===== src/rtl/mmcm_lock_seq_pkg.sv =====
// mmcm_lock_seq_pkg: shared FSM state encodings and width helpers
// used by the MMCM reset/lock sequencer and its interface.
package mmcm_lock_seq_pkg;

    typedef enum logic [2:0] {
        ST_RESET     = 3'd0,
        ST_WAIT_LOCK = 3'd1,
        ST_STABLE    = 3'd2,
        ST_RUN       = 3'd3,
        ST_FAIL      = 3'd4
    } seq_state_e;

    function automatic int clog2(input int v);
        int r;
        r = 0;
        while ((1 << r) < v) r = r + 1;
        return r;
    endfunction

    // never returns a zero width, so 1-deep counters stay legal
    function automatic int width_of(input int v);
        return (clog2(v) < 1) ? 1 : clog2(v);
    endfunction

    function automatic int max3(input int a, input int b, input int c);
        int m;
        m = (a > b) ? a : b;
        return (m > c) ? m : c;
    endfunction

endpackage


===== src/rtl/mmcm_lock_seq_if.sv =====
// mmcm_lock_seq_if: sequencer <-> MMCM wrapper / status consumer bundle.
// master: sequencer (drives mmcm_rst and status); slave: MMCM side.
interface mmcm_lock_seq_if #(
    parameter int MAX_RETRY = 7
) ();
    import mmcm_lock_seq_pkg::*;

    localparam int RW = width_of(MAX_RETRY + 1);

    logic          mmcm_unlocked;
    logic          mmcm_rst;
    logic          ready;
    logic [RW-1:0] retry_cnt;
    logic [7:0]    relock_cnt;
    logic          lock_err;

    modport master (
        input  mmcm_unlocked,
        output mmcm_rst,
        output ready,
        output retry_cnt,
        output relock_cnt,
        output lock_err
    );

    modport slave (
        output mmcm_unlocked,
        input  mmcm_rst,
        input  ready,
        input  retry_cnt,
        input  relock_cnt,
        input  lock_err
    );

endinterface


===== src/rtl/mmcm_lock_seq_sync_bit.sv =====
// sync_bit: STAGES-deep single-bit synchronizer with a reset preset.
// Ports: clk, rst (sync, active high), d (async in), q (synchronized).
module sync_bit #(
    parameter int STAGES  = 2,
    parameter bit RST_VAL = 1'b0
) (
    input  logic clk,
    input  logic rst,
    input  logic d,
    output logic q
);

    (* ASYNC_REG = "TRUE" *) logic [STAGES-1:0] ff;

    always_ff @(posedge clk) begin
        if (rst) ff <= {STAGES{RST_VAL}};
        else     ff <= {ff[STAGES-2:0], d};
    end

    assign q = ff[STAGES-1];

endmodule


===== src/rtl/mmcm_lock_seq.sv =====
// mmcm_lock_seq: MMCM reset pulse, lock wait with timeout/retry,
// lock qualification and relock. Ports: inclk, inrst, bus (master).
module mmcm_lock_seq #(
    parameter int RST_CYCLES    = 16,
    parameter int LOCK_TIMEOUT  = 8000,
    parameter int STABLE_CYCLES = 1024,
    parameter int MAX_RETRY     = 7,
    parameter int SYNC_STAGES   = 2
) (
    input  logic              inclk,
    input  logic              inrst,
    mmcm_lock_seq_if.master   bus
);
    import mmcm_lock_seq_pkg::*;

    localparam int CW = width_of(max3(RST_CYCLES, LOCK_TIMEOUT,
                                      STABLE_CYCLES));
    localparam int RW = width_of(MAX_RETRY + 1);

    localparam logic [CW-1:0] RST_LAST = CW'(RST_CYCLES - 1);
    localparam logic [CW-1:0] TMO_LAST = CW'(LOCK_TIMEOUT - 1);
    localparam logic [CW-1:0] STB_LAST = CW'(STABLE_CYCLES - 1);
    localparam logic [RW-1:0] RTY_MAX  = RW'(MAX_RETRY);

    logic          unlocked_s;
    logic          lk;
    seq_state_e    state_q, state_d;
    logic [CW-1:0] cnt_q, cnt_d;
    logic [RW-1:0] retry_q, retry_d;
    logic [7:0]    relock_q, relock_d;
    logic          ready_q, rst_q, err_q;

    // preset to "unlocked" so nothing qualifies during reset
    sync_bit #(
        .STAGES  (SYNC_STAGES),
        .RST_VAL (1'b1)
    ) u_sync (
        .clk (inclk),
        .rst (inrst),
        .d   (bus.mmcm_unlocked),
        .q   (unlocked_s)
    );

    assign lk = ~unlocked_s;

    always_ff @(posedge inclk) begin
        if (inrst) begin
            state_q  <= ST_RESET;
            cnt_q    <= '0;
            retry_q  <= '0;
            relock_q <= '0;
            ready_q  <= 1'b0;
            rst_q    <= 1'b1;
            err_q    <= 1'b0;
        end else begin
            state_q  <= state_d;
            cnt_q    <= cnt_d;
            retry_q  <= retry_d;
            relock_q <= relock_d;
            // outputs follow the state being entered, not the current one
            ready_q  <= (state_d == ST_RUN);
            rst_q    <= (state_d == ST_RESET) || (state_d == ST_FAIL);
            err_q    <= (state_d == ST_FAIL);
        end
    end

    always_comb begin
        state_d  = state_q;
        cnt_d    = cnt_q;
        retry_d  = retry_q;
        relock_d = relock_q;
        unique case (state_q)
            ST_RESET: begin
                if (cnt_q == RST_LAST) begin
                    state_d = ST_WAIT_LOCK;
                    cnt_d   = '0;
                end else begin
                    cnt_d = cnt_q + 1'b1;
                end
            end
            ST_WAIT_LOCK: begin
                // lock beats a coincident timeout
                if (lk) begin
                    state_d = ST_STABLE;
                    cnt_d   = '0;
                end else if (cnt_q == TMO_LAST) begin
                    cnt_d = '0;
                    if (retry_q == RTY_MAX) begin
                        state_d = ST_FAIL;
                    end else begin
                        state_d = ST_RESET;
                        retry_d = retry_q + 1'b1;
                    end
                end else begin
                    cnt_d = cnt_q + 1'b1;
                end
            end
            ST_STABLE: begin
                // a glitch only restarts qualification
                if (!lk) begin
                    state_d = ST_WAIT_LOCK;
                    cnt_d   = '0;
                end else if (cnt_q == STB_LAST) begin
                    state_d = ST_RUN;
                    cnt_d   = '0;
                    retry_d = '0;
                end else begin
                    cnt_d = cnt_q + 1'b1;
                end
            end
            ST_RUN: begin
                if (!lk) begin
                    state_d = ST_RESET;
                    cnt_d   = '0;
                    if (relock_q != 8'hFF) relock_d = relock_q + 1'b1;
                end
            end
            ST_FAIL: begin
                state_d = ST_FAIL;
            end
            default: begin
                state_d = ST_RESET;
                cnt_d   = '0;
            end
        endcase
    end

    assign bus.mmcm_rst   = rst_q;
    assign bus.ready      = ready_q;
    assign bus.retry_cnt  = retry_q;
    assign bus.relock_cnt = relock_q;
    assign bus.lock_err   = err_q;

endmodule


===== src/flat_wrapper.sv =====
// flat-port wrapper written by rule: the top's interface ports become plain ports
module mmcm_lock_seq_flat import mmcm_lock_seq_pkg::*;
#(
    parameter int RST_CYCLES    = 16,
    parameter int LOCK_TIMEOUT  = 8000,
    parameter int STABLE_CYCLES = 1024,
    parameter int MAX_RETRY     = 7,
    parameter int SYNC_STAGES   = 2
)
  (inclk, inrst, bus_mmcm_unlocked, bus_mmcm_rst, bus_ready, bus_retry_cnt, bus_relock_cnt, bus_lock_err);
  mmcm_lock_seq_if #(.MAX_RETRY(MAX_RETRY)) bus_i ();
  input  logic inclk;
  input  logic inrst;
  input wire logic [$bits(bus_i.mmcm_unlocked)-1:0] bus_mmcm_unlocked;
  output wire logic [$bits(bus_i.mmcm_rst)-1:0] bus_mmcm_rst;
  output wire logic [$bits(bus_i.ready)-1:0] bus_ready;
  output wire logic [$bits(bus_i.retry_cnt)-1:0] bus_retry_cnt;
  output wire logic [$bits(bus_i.relock_cnt)-1:0] bus_relock_cnt;
  output wire logic [$bits(bus_i.lock_err)-1:0] bus_lock_err;
  assign bus_i.mmcm_unlocked = bus_mmcm_unlocked;
  assign bus_mmcm_rst = bus_i.mmcm_rst;
  assign bus_ready = bus_i.ready;
  assign bus_retry_cnt = bus_i.retry_cnt;
  assign bus_relock_cnt = bus_i.relock_cnt;
  assign bus_lock_err = bus_i.lock_err;
  mmcm_lock_seq #(.RST_CYCLES(RST_CYCLES), .LOCK_TIMEOUT(LOCK_TIMEOUT), .STABLE_CYCLES(STABLE_CYCLES), .MAX_RETRY(MAX_RETRY), .SYNC_STAGES(SYNC_STAGES)) u_core (.inclk(inclk), .inrst(inrst), .bus(bus_i));
endmodule

===== config.mk =====
export PLATFORM = sky130hd
export DESIGN_NAME = mmcm_lock_seq_flat
export DESIGN_NICKNAME = d
export VERILOG_FILES = /design/src/rtl/mmcm_lock_seq_pkg.sv /design/src/rtl/mmcm_lock_seq_if.sv /design/src/rtl/mmcm_lock_seq_sync_bit.sv /design/src/rtl/mmcm_lock_seq.sv /design/src/flat_wrapper.sv
export SDC_FILE = /design/constraint.sdc
export NUM_CORES = 1
export LEC_CHECK = 0
export BUFFER_PORTS_ARGS = -buffer_cell sky130_fd_sc_hd__buf_2
export CAP_MARGIN = 20
export CORE_MARGIN = 2
export CORE_UTILIZATION = 35
export CTS_BUF_LIST = sky130_fd_sc_hd__clkbuf_4 sky130_fd_sc_hd__clkbuf_8 sky130_fd_sc_hd__clkbuf_16
export CTS_CLUSTER_DIAMETER = 150
export DETAILED_ROUTE_END_ITERATION = 6
export PLACE_DENSITY = 0.58
export SYNTH_ARGS = -nofsm -noshare
export SYNTH_HDL_FRONTEND = slang
export SYNTH_SLANG_ARGS = --single-unit

===== constraint.sdc =====
create_clock -name inclk -period 1.6 [get_ports inclk]
set_input_delay 0.16 -clock inclk [delete_from_list [all_inputs] [get_ports inclk]]
set_output_delay 0.16 -clock inclk [all_outputs]
set_load 0.02 [all_outputs]

==> metrics.md <==
| Metric | Value |
|---|---|
| Total power | `around 1500 µW` |
| Final number of setup-violating endpoints | `18` |
| Non-Filler Instances | `280` |
| RSZ-0062 raised after global routing | `true` |
| CTS tree | `built` |
| Final Slew Violations | `0` |
| WL final | `between 3000 and 4000 µm` |
| Initial antenna violation count | `0` |
| Net Sw Power | `319 µW` |
| Overall routing resource usage | `around 14%` |
| CP Capture Type | `flip-flop` |
| Register area share after synthesis | `41.1%` |
| Buf/Inv on CP | `0` |
| Core area | `4320 µm²` |
| H-Tree Level Count | `2` |
| Int Power | `1220 µW` |
| Pin count of the biggest net entering global routing | `21` |
| Max-cap violation count | `0` |
| Ys async rst share | `0%` |
| Post-synth EDFFs | `0` |
| Yosys cell types | `43` |
| Reg clk slew, reported paths | `60 ps` |
| Startpoint types | `flip-flop` |
| Final min period | `1680 ps` |
| Number of hold buffers added after CTS | `0` |
| Root buf cell | `clkbuf_8` |
| Mapped Nets | `181` |
| Die Span X | `70.8 µm` |
| Slowest stage cell on the critical path | `nor4_4` |
| CP Max Fanout | `4` |
| Crit-path cells | `ha_4 > nand3_4 > nor4_4 > a32o_1 > a21oi_2 > mux2_2` |
| Ys Warns | `0` |
| Ports | `17` |
| Critical Path Max Stage Delay | `roughly 380 ps` |
| P&R area growth vs syn | `36.5%` |
| Flop pwr share | `52.9%` |
| First-pass GRT wire length | `5710 µm` |
| Layout net count | `234` |
| Share of cells above drive strength 1 | `38.2%` |
| CTS max path bufs | `2` |
| Clock power share | `between 40% and 50%` |
| Post-DRT Antenna Nets | `0` |
| Maximum VDD drop | `386 µV` |
| Vias in the first global route | `between 1000 and 1500` |
| Clock Latency Late Sink | `270 ps` |
| Port buffer count | `16` |
| Initial core utilization | `between 30% and 40%` |
| Total grt overflow | `0` |
| Crit path required time | `about 1800 ps` |
| Endpoints failing hold | `0` |
| Sw Ratio | `20.7%` |
| DP Wirelength | `~2300 µm` |
| Gpl congestion | `~0.86` |
| DP Cell Count | `269` |
| Max Freq | `595 MHz` |
| Final worst slack | `-82.0 ps` |
| Post-route DRC | `0` |
| Synth Instances | `roughly 170` |
| Via-to-Cell Ratio | `roughly 4.9` |
| Die area | `between 5000 and 6000 µm²` |
| Status | `finished, violations left` |
| Synth Register Bits | `32` |
| Worst-margin pin slew | `roughly 430 ps` |
| Pwr Density | `about 720 nW/µm²` |
| Hold Path Class | `in2reg` |
| Antenna fix cells | `0` |
| WP data arrival | `between 1500 and 2000 ps` |
| Die height | `roughly 70 µm` |
| Final period util | `105%` |
| Sinks on Clock Net | `32` |
| Num rows | `24` |
| Critical path class | `reg2reg` |
| Family with the most delay on the worst path | `simple AND/OR/NAND/NOR gates` |
| DRT iter0 DRCs | `52` |
| Per-cell routed wire length | `~12 µm` |
| Reg2reg setup slack | `-80 ps` |
| Failing checks | `setup timing` |
| Syn Area/Cell | `8.97 µm²` |
| CTS Buf Count | `5` |
| Leakage | `0.000901 µW` |
| Combinational share of power | `3.9%` |
| Relative slew margins | `between 70% and 80%` |
| Clock Skew | `1.95 ps` |
| Syn Std Cell Area | `1560 µm²` |
| 1st-pass router iterations | `4` |
| Ys flop type | `dfxtp_1` |
| Via Count | `1372` |
[routing by layer]
| metal | track usage [%] | vias up | part of all wire, % | routed length, µm |
|---|---|---|---|---|
| li1 | - | 713 | - | - |
| met1 | 18.8 | 630 | 49 | 1610 |
| met2 | 22.4 | 25 | 46 | 1490 |
| met3 | 3.85 | 4 | 4.1 | 135 |
| met4 | 3.77 | 0 | 0.89 | 29 |
| met5 | 0 | - | 0 | 0 |
[synth_stat cells (all sizes together), types with 2 or more instances]
cell type | number | area, µm²
or2 | 2 | 12.5
ha | 4 | 50.1
a22o | 2 | 17.5
dfxtp | 32 | 641
nor4 | 3 | 48.8
nor3 | 6 | 30.0
nor3b | 2 | 26.3
nor2 | 30 | 113
mux2i | 2 | 20.0
and3 | 3 | 18.8
inv | 5 | 18.8
o21ai | 5 | 25.0
or3 | 5 | 31.3
a21oi | 6 | 30.0
buf | 5 | 33.8
nand4b | 2 | 17.5
nand2 | 15 | 56.3
nand3 | 6 | 35.0
xor2 | 8 | 70.1
xnor2 | 6 | 52.6
o22a | 2 | 17.5
and2 | 3 | 18.8
nand4 | 4 | 25.0
clkbuf | 2 | 7.51
[logic make-up (layout without fill, tap and decap cells)]
group / count (synthesis) / count (layout) / share of synthesized area, %
and+or+nand+nor: 86 / 86 / 31.6
DFF: 32 / 32 / 41.1
AOI/OAI and AO/OA: 23 / 23 / 10.4
xor gates and xnor gates: 14 / 14 / 7.86
buffers and inverters: 12 / 66 / 3.85
adders and majority gates: 4 / 4 / 3.21
muxes: 3 / 3 / 2.00
[worst reg2reg max path: stages (launching register included)]
cell	delay [ps]
dfxtp_2	350
ha_4	160
nand3_4	110
nor4_4	380
a32o_1	230
a21oi_2	70
mux2_2	280
[cell usage in the layout (no fill, tap or decap), types with 3 or more instances in the layout]
cell       n
buf_4     37
nor2_1    30
dfxtp_1   27
buf_2     16
nand2_1   15
xor2_1     8
xnor2_1    6
clkbuf_8   6
or3_1      5
inv_1      5
nand3_1    5
o21ai_0    5
a21oi_1    5
nand4_1    4
dfxtp_2    4
nor3_1     3
and3_1     3
ha_1       3
[final timing paths]
| kind | startpoint | endpoint | depth (start not counted) |
|---|---|---|---|
| max reg2reg | u_core.cnt_q[0] | u_core.bus.retry_cnt[0] | 6 |
| max | u_core.cnt_q[0] | u_core.bus.retry_cnt[0] | 6 |
| min reg2reg | u_core.u_sync.ff[0] | u_core.u_sync.ff[1] | 1 |
| min | bus_mmcm_unlocked | u_core.u_sync.ff[0] | 2 |
[final cells by class]
type                       count  area [µm²]
timing repair buffer          53         358
tap                           52        65.1
inverter                       5        18.8
fill                         424        2190
multi-input combinational    130         941
clock buffer                   8        97.6
sequential                    32         649
[per-stage QoR]
stage / setup TNS, ps / area, µm² / setup slack, ps / util [%] / hold slack (ps)
finish: -514 / 2130 / -82.0 / 49.2 / 62.3
global route: -3060 / 2130 / -220 / 49.2 / 54.3
CTS: -787 / 2090 / -71.7 / 48.4 / 56.3
detailed placement: -1370 / 1950 / -106 / 45.1 / 345
global placement: -1180 / 1950 / -88.1 / 45.1 / 342
floorplan: 0 / 1600 / 3.80 / - / 264
[registers in the layout (all words and copies together), names as in the netlist]
name and flops:
u_core.cnt_q 13, u_core.bus.relock_cnt 8, u_core.bus.retry_cnt 3, u_core.state_q 3, u_core.u_sync.ff 2, u_core.bus.lock_err 1
u_core.bus.mmcm_rst 1, u_core.bus.ready 1
[repair_timing]
action,4_1_cts,5_1_grt
setup endpoints to repair,22,25
buffers inserted,1,2
pin swaps,3,7
resized for setup,8,4
[power by group through the flow]
stage	logic [µW]	clock network [µW]	registers [µW]
final	59.7	665	814
after global routing	68.0	719	814
after CTS	58.2	688	814
after detailed placement	55.9	0	832
after global placement	55.5	0	832
after floorplan	33.7	0	833
(Power assumes the default switching activity.)
